### config.mk
export PLATFORM = sky130hd
export DESIGN_NAME = systolic_writeback
export DESIGN_NICKNAME = d
export VERILOG_FILES = /design/src/rtl/systolic_writeback_pkg.sv /design/src/rtl/systolic_writeback_skew_delay_line.sv /design/src/rtl/systolic_writeback.sv
export SDC_FILE = /design/constraint.sdc
export NUM_CORES = 1
export LEC_CHECK = 0
export CORE_MARGIN = 10
export CORE_UTILIZATION = 50
export DETAILED_ROUTE_END_ITERATION = 10
export MAX_ROUTING_LAYER = met4
export PLACE_DENSITY = 0.85
export REMOVE_ABC_BUFFERS = 1
export SLEW_MARGIN = 25
export SYNTH_ARGS = -nofsm -noshare
export SYNTH_HDL_FRONTEND = slang
export SYNTH_SLANG_ARGS = --single-unit
### constraint.sdc
create_clock -name clk -period 3.55 [get_ports clk]
set_input_delay 0.355 -clock clk [delete_from_list [all_inputs] [get_ports clk]]
set_output_delay 0.355 -clock clk [all_outputs]
set_load 0.05 [all_outputs]
### src/rtl/systolic_writeback_pkg.sv
// Shared types for the result writeback stage.
package systolic_writeback_pkg;

    // Tile drain sequencing states.
    typedef enum logic [1:0] {
        IDLE,
        ACTIVE,
        FLUSH,
        DONE
    } wb_state_t;

    // Saturation ceiling for the lifetime write counter.
    localparam logic [31:0] WB_COUNT_MAX = 32'hFFFF_FFFF;

endpackage

### src/rtl/systolic_writeback_skew_delay_line.sv
// Fixed-length register chain used to realign skewed systolic outputs.
// A depth of zero degenerates to a plain wire.
module skew_delay_line #(
    parameter int DEPTH = 1,
    parameter int WIDTH = 16
) (
    input  logic             clk,
    input  logic             rst_n,
    input  logic [WIDTH-1:0] din,
    output logic [WIDTH-1:0] dout
);

    generate
        if (DEPTH == 0) begin : g_pass
            logic unused_pass;
            assign unused_pass = &{1'b0, clk, rst_n};
            assign dout = din;
        end else begin : g_chain
            logic [WIDTH-1:0] stages [DEPTH];

            // Shift the input one stage per clock; reset clears every stage.
            always_ff @(posedge clk or negedge rst_n) begin
                if (!rst_n) begin
                    for (int i = 0; i < DEPTH; i++) begin
                        stages[i] <= '0;
                    end
                end else begin
                    stages[0] <= din;
                    for (int i = 1; i < DEPTH; i++) begin
                        stages[i] <= stages[i-1];
                    end
                end
            end

            assign dout = stages[DEPTH-1];
        end
    endgenerate

endmodule

### src/rtl/systolic_writeback.sv
// Drains one NxN result tile from the PE array: deskews the columns,
// applies optional ReLU, buffers rows and writes them out word by word.
module systolic_writeback
    import systolic_writeback_pkg::*;
#(
    parameter int N      = 4,
    parameter int WIDTH  = 16,
    parameter int ADDR_W = 12
) (
    input  logic                 clk,
    input  logic                 rst,
    input  logic                 start,
    input  logic [ADDR_W-1:0]    addr_C,
    input  logic [8:0]           n,
    input  logic                 relu_en,
    input  logic                 in_valid,
    input  logic [N*WIDTH-1:0]   result_col,
    input  logic                 mem_grant,
    output logic                 mem_write,
    output logic [ADDR_W-1:0]    mem_addr,
    output logic [WIDTH-1:0]     mem_data,
    output logic                 busy,
    output logic                 done,
    output logic [31:0]          writes_count,
    output logic                 err_extra
);

    localparam int CNT_W = $clog2(N + 1);
    localparam int PTR_W = (N > 1) ? $clog2(N) : 1;

    wb_state_t state, state_next;

    logic [ADDR_W-1:0] base_q;
    logic [8:0]        stride_q;
    logic              relu_q;

    logic [CNT_W-1:0]  in_rows;
    logic [CNT_W-1:0]  push_rows;
    logic [CNT_W-1:0]  wr_row;
    logic [PTR_W-1:0]  wr_col;

    logic tile_active;
    logic accept_valid;
    logic extra_valid;
    logic aligned_valid;
    logic push;
    logic pop;
    logic pending;
    logic arm;

    logic [N-1:0][WIDTH-1:0] aligned_row;
    logic [N-1:0][WIDTH-1:0] relu_row;
    logic [N-1:0][WIDTH-1:0] fifo_mem [N];
    logic [PTR_W-1:0]        wptr;
    logic [PTR_W-1:0]        rptr;
    logic [CNT_W-1:0]        fifo_count;
    logic [ADDR_W-1:0]       row_off;
    logic [ADDR_W-1:0]       addr_sum;

    function automatic logic [PTR_W-1:0] ptr_next(input logic [PTR_W-1:0] p);
        return (p == PTR_W'(N - 1)) ? '0 : p + PTR_W'(1);
    endfunction

    assign arm          = start && (state == IDLE);
    assign tile_active  = (state == ACTIVE) || (state == FLUSH);
    assign accept_valid = in_valid && tile_active && (in_rows < CNT_W'(N));
    assign extra_valid  = in_valid && tile_active && !(in_rows < CNT_W'(N));
    assign push         = aligned_valid;
    assign pending      = (fifo_count != '0);
    assign mem_write    = pending && mem_grant;
    assign pop          = mem_write && (wr_col == PTR_W'(N - 1));

    genvar j;
    generate
        for (j = 0; j < N; j++) begin : g_col
            skew_delay_line #(
                .DEPTH (N - 1 - j),
                .WIDTH (WIDTH)
            ) u_col_delay (
                .clk   (clk),
                .rst_n (rst),
                .din   (result_col[j*WIDTH +: WIDTH]),
                .dout  (aligned_row[j])
            );
        end
    endgenerate

    skew_delay_line #(
        .DEPTH (N - 1),
        .WIDTH (1)
    ) u_valid_delay (
        .clk   (clk),
        .rst_n (rst),
        .din   (accept_valid),
        .dout  (aligned_valid)
    );

    // Clamp negative elements of the aligned row to zero when ReLU is armed.
    always_comb begin
        relu_row = aligned_row;
        for (int k = 0; k < N; k++) begin
            if (relu_q && aligned_row[k][WIDTH-1]) begin
                relu_row[k] = '0;
            end
        end
    end

    // Write address is base + row*stride + column, wrapping in the address width.
    always_comb begin
        row_off  = ADDR_W'(32'(wr_row) * 32'(stride_q));
        addr_sum = base_q + row_off + ADDR_W'(wr_col);
        mem_addr = '0;
        mem_data = '0;
        if (mem_write) begin
            mem_addr = addr_sum;
            mem_data = fifo_mem[rptr][wr_col];
        end
    end

    // State register.
    always_ff @(posedge clk or negedge rst) begin
        if (!rst) begin
            state <= IDLE;
        end else begin
            state <= state_next;
        end
    end

    // Next-state logic plus the status outputs derived from the state.
    always_comb begin
        state_next = state;
        busy       = 1'b0;
        done       = 1'b0;
        case (state)
            IDLE: begin
                if (start) begin
                    state_next = ACTIVE;
                end
            end
            ACTIVE: begin
                busy = 1'b1;
                if (push_rows == CNT_W'(N)) begin
                    state_next = FLUSH;
                end
            end
            FLUSH: begin
                busy = 1'b1;
                if (!pending) begin
                    state_next = DONE;
                end
            end
            DONE: begin
                done       = 1'b1;
                state_next = IDLE;
            end
            default: state_next = IDLE;
        endcase
    end

    // Latch the tile context on start and track input, push and write positions.
    always_ff @(posedge clk or negedge rst) begin
        if (!rst) begin
            base_q    <= '0;
            stride_q  <= '0;
            relu_q    <= 1'b0;
            in_rows   <= '0;
            push_rows <= '0;
            wr_row    <= '0;
            wr_col    <= '0;
        end else if (arm) begin
            base_q    <= addr_C;
            stride_q  <= n;
            relu_q    <= relu_en;
            in_rows   <= '0;
            push_rows <= '0;
            wr_row    <= '0;
            wr_col    <= '0;
        end else begin
            if (accept_valid) begin
                in_rows <= in_rows + CNT_W'(1);
            end
            if (push) begin
                push_rows <= push_rows + CNT_W'(1);
            end
            if (mem_write) begin
                if (wr_col == PTR_W'(N - 1)) begin
                    wr_col <= '0;
                    wr_row <= wr_row + CNT_W'(1);
                end else begin
                    wr_col <= wr_col + PTR_W'(1);
                end
            end
        end
    end

    // Row FIFO pointers and occupancy; push and pop may coincide.
    always_ff @(posedge clk or negedge rst) begin
        if (!rst) begin
            wptr       <= '0;
            rptr       <= '0;
            fifo_count <= '0;
        end else begin
            if (push) begin
                wptr <= ptr_next(wptr);
            end
            if (pop) begin
                rptr <= ptr_next(rptr);
            end
            case ({push, pop})
                2'b10:   fifo_count <= fifo_count + CNT_W'(1);
                2'b01:   fifo_count <= fifo_count - CNT_W'(1);
                default: fifo_count <= fifo_count;
            endcase
        end
    end

    // Row storage; occupancy alone decides validity, so no reset is needed.
    always_ff @(posedge clk) begin
        if (push) begin
            fifo_mem[wptr] <= relu_row;
        end
    end

    // Lifetime write counter (saturating) and sticky extra-row flag.
    always_ff @(posedge clk or negedge rst) begin
        if (!rst) begin
            writes_count <= '0;
            err_extra    <= 1'b0;
        end else begin
            if (mem_write && (writes_count != WB_COUNT_MAX)) begin
                writes_count <= writes_count + 32'd1;
            end
            if (extra_valid) begin
                err_extra <= 1'b1;
            end
        end
    end

endmodule

==> out/metrics.csv, run 1 <==
stage,metric,value,unit
run_status,outcome,"finished, violations left",
run_status,failing checks,setup timing,
timing,unrepaired setup endpoints after global routing,true,
yosys,Post-synth top cells,"256 x edfxtp_1, 174 x dfrtp_1, 108 x and2_1",
power_and_ir_drop,combinational power share,0.372,
clock_tree,CTS Buffer Depth,3,
timing,"Period Utilization, post-route",1.16,
power_and_ir_drop,PwrDens,819,nW/µm²
die,die width,206,µm
global_routing,initial antenna violation count,4,
yosys,Post-synth EDFFs,256,
global_routing,pin count of the biggest net entering global routing,76,
final_layout,Total Nets Final,1370,
power_and_ir_drop,Power Total,17600,µW
critical_path,Worst Path Required,3.19,ns
final_layout,FF/Latch Area,12000,µm²
yosys,Synth Register Bits,430,
die,row cnt,68,
clock_tree,CTS Buf Count,42,
global_routing,global-route wire length before repair,58000,µm
timing,WHS,0.247,ns
timing,Setup-failing EPs final,8,
power_and_ir_drop,Net Switching,5910,µW
global_routing,total grt overflow,0,
route,via count,9309,
worst_hold_path,Hold WC Path Type,input port to register,
clock_tree,clock slew at reported path FFs,0.06,ns
yosys,"FFs w/ async S/R, synth",0.405,
global_routing,vias in the first global route,10149,
timing,fmax,242,MHz
yosys,Mapped Area,17300,µm²
yosys,"area leader, netlist",edfxtp_1,
critical_path,Crit Path Class,register to output port,
power_and_ir_drop,Pint,11700,µW
power_and_ir_drop,switching fraction of total power,0.335,
yosys,Unique masters post-synth,48,
route,post-DR vias/cell,5.41,
route,Initial DRC Count,598,
yosys,"Primary FF master, synth",edfxtp_1,
critical_path,endpoint class of the critical path,output port,
critical_path,Worst EP arrival,3.77,ns
final_layout,layout cells sized above 1,0.230,
die,Die Area,42500,µm²
clock_tree,CTS tree,yes,
placed_design,post-DP HPWL,23000,µm
timing,Final Hold Viols,0,
global_routing,global-route total usage across every layer,0.182,
die,Die Ht,206,µm
yosys,synth top area cells,"edfxtp_1 44%, dfrtp_1 25%, mux4_2 8.7%",
timing,fin worst setup slack,-0.579,ns
final_layout,Finished Layout Cells,1721,
timing,fin. max-slew vios,0,
final_layout,footprint of the multi-input gates,5190,µm²
yosys,Post-Syn Instances,1016,
critical_path,"Max FO, Critical Path",5,
timing,worst rel slew slack,0.353,
clock_tree,root buf cell,clkbuf_16,
route,per-cell routed wire length,21.9,µm
flow_run,maxcap violations,0,
placed_design,# port buffers,154,
route,Antenna Nets Post-Route,0,
die,initial cell density of the core,0.504,
power_and_ir_drop,Seq pwr share,0.381,
yosys,Synth Area per Inst,17.1,µm²
clock_tree,clk_lat worst skew,0.54,ns
route,number of remaining DRC errors,0,
timing,Tmin final,4.13,ns
route,Detailed Route WL,37700,µm
power_and_ir_drop,"IR drop worst, VDD",0.577,mV
clock_tree,H-tree levels,2,
timing,Worst-Margin Slew,0.971,ns
clock_tree,CTS Sinks,430,
placed_design,GPL Wtd Cong,0.894,
power_and_ir_drop,leak pwr,0.00817,µW
yosys,sequential cell area fraction in the yosys report,0.695,
final_layout,Synth-to-Final Area Change,24.3,%
die,core area,34400,µm²
yosys,most frequent cell after synthesis,edfxtp_1,
timing,Fin Clk Skew,0.0221,ns
route,total iterations of the first detailed-routing run,4,
yosys,Yosys top cell area share,0.444,
yosys,YS warnings,0,
final_layout,fill cell count,2369,
power_and_ir_drop,clock share of power,0.247,
critical_path,Startpoint Class,register,
placed_design,cell total after placement,1626,
die,IO Pins,155,
==> timing repair <==
item,4_1_cts,5_1_grt
endpoints found under the setup margin,9,11
cloned,0,0
pin swaps,27,17
buffers inserted,9,5
hold buffers,1,0
gates resized for setup,54,22
hold endpoints to repair,73,0
==> metal layers <==
layer  vias up  track usage  wire, µm
li1       4155            -         -
met1      4835        0.223     15000
met5         -            -         0
met2       251        0.308     20200
met4         0       0.0563       884
met3        68       0.0281      1600
==> kinds of logic after synthesis <==
kind of cell | Yosys count | share of synthesized area
flops | 430 | 0.695
simple gates | 257 | 0.0810
mux | 101 | 0.120
buf+inv | 91 | 0.0222
fa+ha+maj | 50 | 0.0448
compound gates | 45 | 0.0158
xor+xnor | 42 | 0.0212
==> flip-flops by register name, indices dropped and copies added, names as in the netlist <==
register and flops:
push_rows 3, u_valid_delay.dout 1, g_col.u_col_delay.dout 48, writes_count 32, rptr 2, wr_row 3
base_q 12, in_rows 3, relu_q 1, wptr 2, fifo_count 3, err_extra 1
g_col.u_col_delay.g_chain.stages 48, state 2, u_valid_delay.g_chain.stages 2, stride_q 9, wr_col 2, fifo_mem 256
==> per-stage QoR <==
step	worst slack, ns	TNS (ns)	area [µm²]	util
floorplan	-0.915	-17.31	17200	-
global placement	-0.108	-0.151	19700	0.574
finish	-0.579	-3.54	21500	0.627
global route	-0.678	-4.75	21500	0.627
detailed placement	-0.179	-0.374	19700	0.574
CTS	-0.542	-3.03	21400	0.622
==> layout by cell type, fill, tap and decap left out, types with 7 or more instances in the layout <==
| master | n |
|---|---|
| ha_1 | 23 |
| clkbuf_1 | 9 |
| dfrtp_1 | 171 |
| o21ai_0 | 14 |
| nand3_1 | 12 |
| and2_4 | 8 |
| buf_4 | 46 |
| inv_1 | 49 |
| clkinv_2 | 8 |
| mux4_2 | 67 |
| xor2_1 | 14 |
| nor2_1 | 28 |
| buf_12 | 19 |
| fa_1 | 18 |
| mux4_1 | 13 |
| mux2_2 | 16 |
| and2_1 | 97 |
| clkdlybuf4s50_1 | 124 |
| edfxtp_1 | 256 |
| buf_6 | 10 |
| nand4_1 | 12 |
| nand2_1 | 45 |
| xnor2_1 | 28 |
| inv_2 | 9 |
| ha_4 | 7 |
| clkbuf_16 | 45 |
| a21oi_1 | 7 |
==> worst max-delay path, cell delays in order, from the launching register on <==
cell	delay, ns
dfrtp_1	0.43
buf_6	0.15
and2_4	0.13
fa_1	0.52
inv_1	0.05
fa_1	0.49
inv_2	0.05
ha_4	0.27
nor3_1	0.06
nor2_2	0.19
o21ai_4	0.11
or4_1	0.42
o211ai_1	0.16
clkbuf_16	0.22
==> path summary, 6_finish.rpt <==
kind | cells past startpoint | slack (ns) | start | end
max reg2reg | 10 | 0.70 | wr_col[0] | fifo_count[2]
max in group asynchronous | 3 | 2.38 | rst | rptr[0]
min | 1 | 0.25 | result_col[8] | g_col[0].u_col_delay.g_chain.stages[40]
min in group asynchronous | 2 | 0.39 | rst | g_col[0].u_col_delay.dout[9]
max | 13 | -0.58 | wr_row[2] | mem_addr[11]
min reg2reg | 0 | 0.34 | g_col[0].u_col_delay.g_chain.stages[18] | g_col[0].u_col_delay.dout[2]
==> power groups by stage <==
stage / Sequential, µW / Clock, µW / Combinational, µW
finish: 6710 / 4350 / 6570
global route: 6800 / 4630 / 7040
CTS: 6720 / 4430 / 6380
detailed placement: 6810 / 0 / 5970
global placement: 6750 / 0 / 5810
floorplan: 7020 / 0 / 3590
==> final cells by class <==
cell class / count / share of cell area
tap: 455 / 0.0264
timing repair buffer: 202 / 0.0988
clock buffer: 59 / 0.0565
clock inverter: 18 / 0.00732
antenna: 4 / 0.000465
sequential: 430 / 0.559
inverter: 58 / 0.0101
multi-input combinational: 495 / 0.241
Note: power is estimated with default switching activity, not from simulation.
==> run 2: changes to the inputs <==
Settings changed: CORE_UTILIZATION 50 to 52, CTS_CLUSTER_DIAMETER set to 80, PLACE_DENSITY 0.85 to 0.87.
==> run 2 against run 1 <==
The flow still finishes with violations (setup timing). Critical path depth is the same. Count of clock-buffer cells in the layout up 8. Wire length shrank 2.2%. Worst hold slack lost 0.00082 ns. Final area shrank 0.24%. Clock skew down 0.0088 ns. Critical path type unchanged.
==> out/metrics.csv, run 2 (synthesis gave the netlist of run 1 again) <==
stage,metric,value,unit,change
final_layout,fin util,0.657,,+0.0305
final_layout,max reg flops,256,,unchanged
final_layout,most flop-heavy register,fifo_mem,,
power_and_ir_drop,switching fraction of total power,0.330,,-0.00486
global_routing,global-route total usage across every layer,0.186,,+0.00371
power_and_ir_drop,clock share of power,0.249,,+0.002
global_routing,pin count of the biggest net entering global routing,106,,+39%
power_and_ir_drop,Net Switching,5800,µW,-1.9%
run_status,outcome,"finished, violations left",,
route,Initial DRC Count,620,,+3.7%
final_layout,Finished Layout Cells,1700,,-1.2%
route,post-DR vias/cell,5.45,,+0.80%
power_and_ir_drop,Seq pwr share,0.383,,+0.002
global_routing,vias in the first global route,10187,,+0.37%
route,number of remaining DRC errors,0,,unchanged
global_routing,total grt overflow,0,,unchanged
critical_path,Worst Path Required,3.19,ns,about the same
clock_tree,root buf cell,clkbuf_16,,
timing,fin. max-slew vios,0,,unchanged
power_and_ir_drop,Power Total,17600,µW,-0.45%
clock_tree,CTS tree,yes,,
clock_tree,CTS Buffer Depth,3,,unchanged
clock_tree,H-tree levels,2,,unchanged
critical_path,Worst EP arrival,3.77,ns,about the same
timing,Tmin final,4.13,ns,-0.00109 ns
power_and_ir_drop,combinational power share,0.369,,-0.003
timing,worst rel slew slack,0.334,,-0.0194
critical_path,"Max FO, Critical Path",5,,unchanged
timing,TNS Setup,-3.49,ns,+0.0492 ns
die,Die Area,41000,µm²,-3.5%
critical_path,Startpoint Class,register,,
route,metal2 WL,19300,µm,-4.4%
critical_path,endpoint class of the critical path,output port,,
clock_tree,CTS Buf Count,43,,+2.4%
timing,Setup-failing EPs final,9,,+1
final_layout,fill cell count,2165,,-8.6%
timing,WHS,0.246,ns,-0.000821 ns
die,IO Pins,155,,unchanged
timing,Worst-Margin Slew,0.997,ns,+0.0266 ns
timing,Final Hold Viols,0,,unchanged
timing,Fin Clk Skew,0.0134,ns,-0.00880 ns
route,via count,9269,,-0.43%
route,Antenna Nets Post-Route,0,,unchanged
power_and_ir_drop,leak pwr,0.00814,µW,-0.42%
final_layout,most frequent cells in the layout,"256 x edfxtp_1, 170 x dfrtp_1, 124 x clkdlybuf4s50_1, 98 x and2_1, 67 x mux4_2",,
timing,unrepaired setup endpoints after global routing,true,,
placed_design,post-DP HPWL,22800,µm,-0.99%
flow_run,maxcap violations,0,,unchanged
die,die width,203,µm,-1.8%
placed_design,# port buffers,154,,unchanged
route,total iterations of the first detailed-routing run,5,,+1
route,met3 wire length,1520,µm,-5.0%
power_and_ir_drop,Pint,11800,µW,+0.28%
die,initial cell density of the core,0.530,,+0.0258
timing,fin worst setup slack,-0.578,ns,+0.00109 ns
timing,fmax,242,MHz,about the same
route,WL met1,14900,µm,-0.60%
clock_tree,clk_lat worst skew,0.54,ns,about the same
power_and_ir_drop,PwrDens,817,nW/µm²,-0.21%
final_layout,Total Nets Final,1363,,-0.51%
die,row cnt,66,,-2.9%
worst_hold_path,Hold WC Path Type,input port to register,,
global_routing,initial antenna violation count,1,,-3
route,per-cell routed wire length,21.7,µm,-1.0%
critical_path,Crit Path Class,register to output port,,
die,Die Ht,203,µm,-1.8%
global_routing,global-route wire length before repair,58100,µm,+0.29%
clock_tree,clock slew at reported path FFs,0.06,ns,about the same
route,top sig layer,met4,,
final_layout,layout cells sized above 1,0.214,,-0.0158
die,core area,32700,µm²,-4.9%
power_and_ir_drop,"IR drop worst, VDD",0.623,mV,+7.8%
final_layout,Synth-to-Final Area Change,24.0,%,
route,Detailed Route WL,36800,µm,-2.2%
placed_design,cell total after placement,1610,,-0.98%
timing,"Period Utilization, post-route",1.16,,about the same
run_status,failing checks,setup timing,,
final_layout,"most common cell after layout, fill and taps aside",edfxtp_1,,
placed_design,GPL Wtd Cong,0.841,,-5.9%
clock_tree,CTS Sinks,430,,unchanged
run 2: changes by cell type in the layout (fill, tap and decap cells not counted), sizes merged:
cell	previous run	this run
diode	4	1
buf	75	64
clkinv	10	8
clkbuf	60	71
inv	61	59
clkinvlp	4	3
run 2: timing repair:
item / CTS / global route
pin swaps: 23 / 20
setup buffers: 5 / 3
setup endpoints to repair: 11 / 12
hold buffers: 1 / 0
gates resized for setup: 40 / 30
hold endpoints to repair: 94 / 0
run 2: final timing paths:
| kind | from | endpoint | slack, ns | depth (start not counted) |
|---|---|---|---|---|
| worst max-delay path | stride_q[2] | mem_addr[7] | -0.58 | 13 |
| worst min-delay path | result_col[42] | g_col[2].u_col_delay.dout[10] | 0.25 | 1 |
| worst max register to register | wr_col[0] | fifo_count[2] | 0.73 | 10 |
| worst min register to register | g_col[0].u_col_delay.g_chain.stages[34] | g_col[0].u_col_delay.g_chain.stages[18] | 0.35 | 0 |
| max in group asynchronous | rst | g_col[1].u_col_delay.dout[13] | 2.27 | 3 |
| min in group asynchronous | rst | g_col[0].u_col_delay.g_chain.stages[44] | 0.48 | 2 |
run 2: metrics by stage:
step | setup WS [ns] | cell area, µm²
6_report | -0.578 | 21500
5_1_grt | -0.720 | 21500
4_1_cts | -0.602 | 21400
3_5_place_dp | -0.133 | 19700
3_3_place_gp | -0.0924 | 19700
2_1_floorplan | -0.915 | 17200
run 2: power groups by stage:
stage | combinational (µW) | clock [µW] | sequential (µW)
floorplan | 3590 | 0 | 7020
global placement | 5850 | 0 | 6750
detailed placement | 6000 | 0 | 6820
CTS | 6300 | 4460 | 6740
global route | 6950 | 4680 | 6800
finish | 6470 | 4370 | 6720
run 2: cell type report:
class	instances	area (µm²)	area share
flip-flops and latches	430	12000	0.561
multi-input cells	495	5140	0.239
repair buffers	194	2130	0.0992
clock buffers	67	1250	0.0580
well taps	442	553	0.0257
inverters	58	218	0.0101
clock inverters	13	149	0.00693
diodes	1	2.50	0.000116
run 2: critical path, stage by stage, from the launching register on:
cell and delay [ns]:
dfrtp_1 0.42, and2_1 0.21, fa_1 0.53, inv_1 0.06
fa_1 0.49, inv_1 0.06, ha_4 0.16, a21o_1 0.19
or3_1 0.37, o21ai_2 0.21, buf_4 0.16, xor2_2 0.05
nor2_2 0.16, buf_12 0.16
run 2: layer usage:
metal	global-route usage	vias up
met2	0.311	245
met1	0.227	4805
met5	-	-
met3	0.0302	70
li1	-	4149
met4	0.0634	0
==> run 3: changes to the inputs <==
Settings changed: PLACE_DENSITY 0.87 to 0.76.
==> run 3 against run 2 <==
The run still ends with setup timing left. Sequential share of layout area decreased by 0.21 points. Utilization up 0.25 points. Worst setup slack gained 0.033 ns. Non-clock buffer count increased by 4. Clock skew hardly changed. Maximum frequency rose by 0.80%. Critical path type unchanged. Critical endpoint is now mem_addr[11]. Largest cell class unchanged.
==> out/metrics.csv, run 3 (synthesis gave the netlist of run 1 again) <==
stage,metric,value,unit,change
placed_design,GPL Wtd Cong,0.815,,-3.1%
global_routing,initial antenna violation count,0,,-1
final_layout,fill cell count,2254,,+4.1%
global_routing,global-route wire length before repair,56200,µm,-3.3%
die,initial cell density of the core,0.530,,unchanged
route,total iterations of the first detailed-routing run,5,,unchanged
clock_tree,clk_lat worst skew,0.54,ns,about the same
route,per-cell routed wire length,20.8,µm,-4.0%
critical_path,Worst EP arrival,3.74,ns,-0.03 ns
power_and_ir_drop,Net Switching,5760,µW,-0.62%
timing,Tmin final,4.10,ns,-0.0327 ns
power_and_ir_drop,switching fraction of total power,0.324,,-0.00593
route,Initial DRC Count,583,,-6.0%
power_and_ir_drop,Seq pwr share,0.378,,-0.005
final_layout,"most common cell after layout, fill and taps aside",edfxtp_1,,
timing,worst rel slew slack,0.325,,-0.00869
timing,fin. max-slew vios,0,,unchanged
final_layout,FF/Latch Area,12100,µm²,about the same
critical_path,"Max FO, Critical Path",5,,unchanged
critical_path,Crit Path Class,register to output port,,
critical_path,Worst Path Required,3.19,ns,about the same
global_routing,vias in the first global route,9892,,-2.9%
final_layout,Synth-to-Final Area Change,24.5,%,
flow_run,maxcap violations,0,,unchanged
power_and_ir_drop,leak pwr,0.00818,µW,+0.46%
die,row cnt,66,,unchanged
final_layout,layout cells sized above 1,0.227,,+0.0130
die,IO Pins,155,,unchanged
clock_tree,H-tree levels,2,,unchanged
timing,Setup-failing EPs final,8,,-1
timing,"Period Utilization, post-route",1.15,,-0.00922
placed_design,cell total after placement,1610,,unchanged
timing,Final Hold Viols,0,,unchanged
placed_design,post-DP HPWL,21400,µm,-6.2%
timing,fin worst setup slack,-0.545,ns,+0.0327 ns
clock_tree,CTS Buffer Depth,3,,unchanged
final_layout,most flop-heavy register,fifo_mem,,
power_and_ir_drop,clock share of power,0.248,,about the same
final_layout,Finished Layout Cells,1702,,+0.12%
timing,Fin Clk Skew,0.0134,ns,+0.0000552 ns
global_routing,pin count of the biggest net entering global routing,71,,-33%
timing,fmax,244,MHz,+0.80%
final_layout,most frequent cells in the layout,"256 x edfxtp_1, 169 x dfrtp_1, 124 x clkdlybuf4s50_1, 97 x and2_1, 67 x mux4_2",,
route,Antenna Nets Post-Route,0,,unchanged
placed_design,# port buffers,154,,unchanged
worst_hold_path,Hold WC Path Type,input port to register,,
timing,unrepaired setup endpoints after global routing,true,,
power_and_ir_drop,Pint,12000,µW,+2.1%
die,Die Ht,203,µm,unchanged
route,post-DR vias/cell,5.36,,-1.8%
die,die width,203,µm,unchanged
clock_tree,clock slew at reported path FFs,0.06,ns,about the same
route,number of remaining DRC errors,0,,unchanged
power_and_ir_drop,"IR drop worst, VDD",0.613,mV,-1.5%
power_and_ir_drop,PwrDens,824,nW/µm²,+0.81%
die,Die Area,41000,µm²,unchanged
run_status,failing checks,setup timing,,
final_layout,max reg flops,256,,unchanged
timing,WHS,0.256,ns,+0.00967 ns
route,via count,9115,,-1.7%
final_layout,ant diodes,0,,-1
clock_tree,root buf cell,clkbuf_16,,
final_layout,footprint of the multi-input gates,5190,µm²,+1.0%
placed_design,Setup WS pre-CTS,-0.114,ns,+0.0182 ns
critical_path,Startpoint Class,register,,
critical_path,endpoint class of the critical path,output port,,
clock_tree,CTS Sinks,430,,unchanged
die,core area,32700,µm²,unchanged
run_status,outcome,"finished, violations left",,
global_routing,global-route total usage across every layer,0.179,,-0.00681
clock_tree,CTS Buf Count,43,,unchanged
timing,Worst-Margin Slew,1.01,ns,+0.0154 ns
clock_tree,CTS tree,yes,,
route,Detailed Route WL,35400,µm,-3.9%
global_routing,total grt overflow,0,,unchanged
final_layout,Total Nets Final,1367,,+0.29%
power_and_ir_drop,combinational power share,0.375,,+0.006
==> run 3: critical path, cell delays in order, from the launching register on <==
cell and delay (ns):
dfrtp_2 0.44, buf_4 0.14, buf_4 0.12, nand2_2 0.06, fa_1 0.43, inv_2 0.07
fa_1 0.46, ha_4 0.32, o21ai_4 0.07, a21oi_4 0.20, o21ai_2 0.11, or4_1 0.41
o211ai_1 0.17, clkbuf_16 0.23
==> run 3: worst paths after layout <==
kind | startpoint | endpoint | slack [ns] | cells after the start
min in group asynchronous | rst | g_col[0].u_col_delay.g_chain.stages[42] | 0.37 | 2
max | wr_row[1] | mem_addr[11] | -0.55 | 13
min reg2reg | g_col[0].u_col_delay.g_chain.stages[26] | g_col[0].u_col_delay.dout[10] | 0.34 | 0
max in group asynchronous | rst | g_col[0].u_col_delay.dout[14] | 2.21 | 3
min | result_col[25] | g_col[1].u_col_delay.g_chain.stages[25] | 0.26 | 1
max reg2reg | wr_col[0] | fifo_count[2] | 0.73 | 10
==> run 3: cell type report <==
class	instances	area share
Sequential cell	430	0.559
Timing Repair Buffer	198	0.101
Clock buffer	62	0.0541
Inverter	58	0.0101
Tap cell	442	0.0256
Clock inverter	17	0.00940
Multi-Input combinational cell	495	0.241
==> run 3: what timing repair did <==
action / CTS / global route
cloned: 0 / 0
setup endpoints to repair: 10 / 11
hold buffers: 1 / 0
pin swaps: 33 / 34
hold endpoints to repair: 68 / 0
resized for setup: 48 / 35
buffers inserted: 7 / 8
==> run 3: through the flow <==
| stage | power [µW] | instance area (µm²) | util | setup TNS (ns) |
|---|---|---|---|---|
| after CTS | 17700 | 21400 | 0.655 | -3.39 |
| after global placement | 12800 | 19800 | 0.605 | -0.350 |
| after detailed placement | 12900 | 19800 | 0.605 | -0.367 |
| final | 17800 | 21600 | 0.660 | -3.32 |
| after global routing | 18700 | 21600 | 0.660 | -4.51 |
| after floorplan | 10600 | 17200 | - | -17.31 |
==> run 3: power groups by stage <==
stage,sequential [µW],clock (µW),combinational (µW)
after CTS,6720,4490,6530
after floorplan,7020,0,3590
after global routing,6800,4700,7170
after global placement,6760,0,6020
final,6710,4400,6660
after detailed placement,6800,0,6120
==> run 3: layer usage <==
| layer | vias to the layer above | GRT usage | wire (µm) |
|---|---|---|---|
| met3 | 60 | 0.0258 | 1300 |
| li1 | 4135 | - | - |
| met4 | 0 | 0.0525 | 758 |
| met1 | 4700 | 0.233 | 15400 |
| met2 | 220 | 0.291 | 18000 |
| met5 | - | - | 0 |
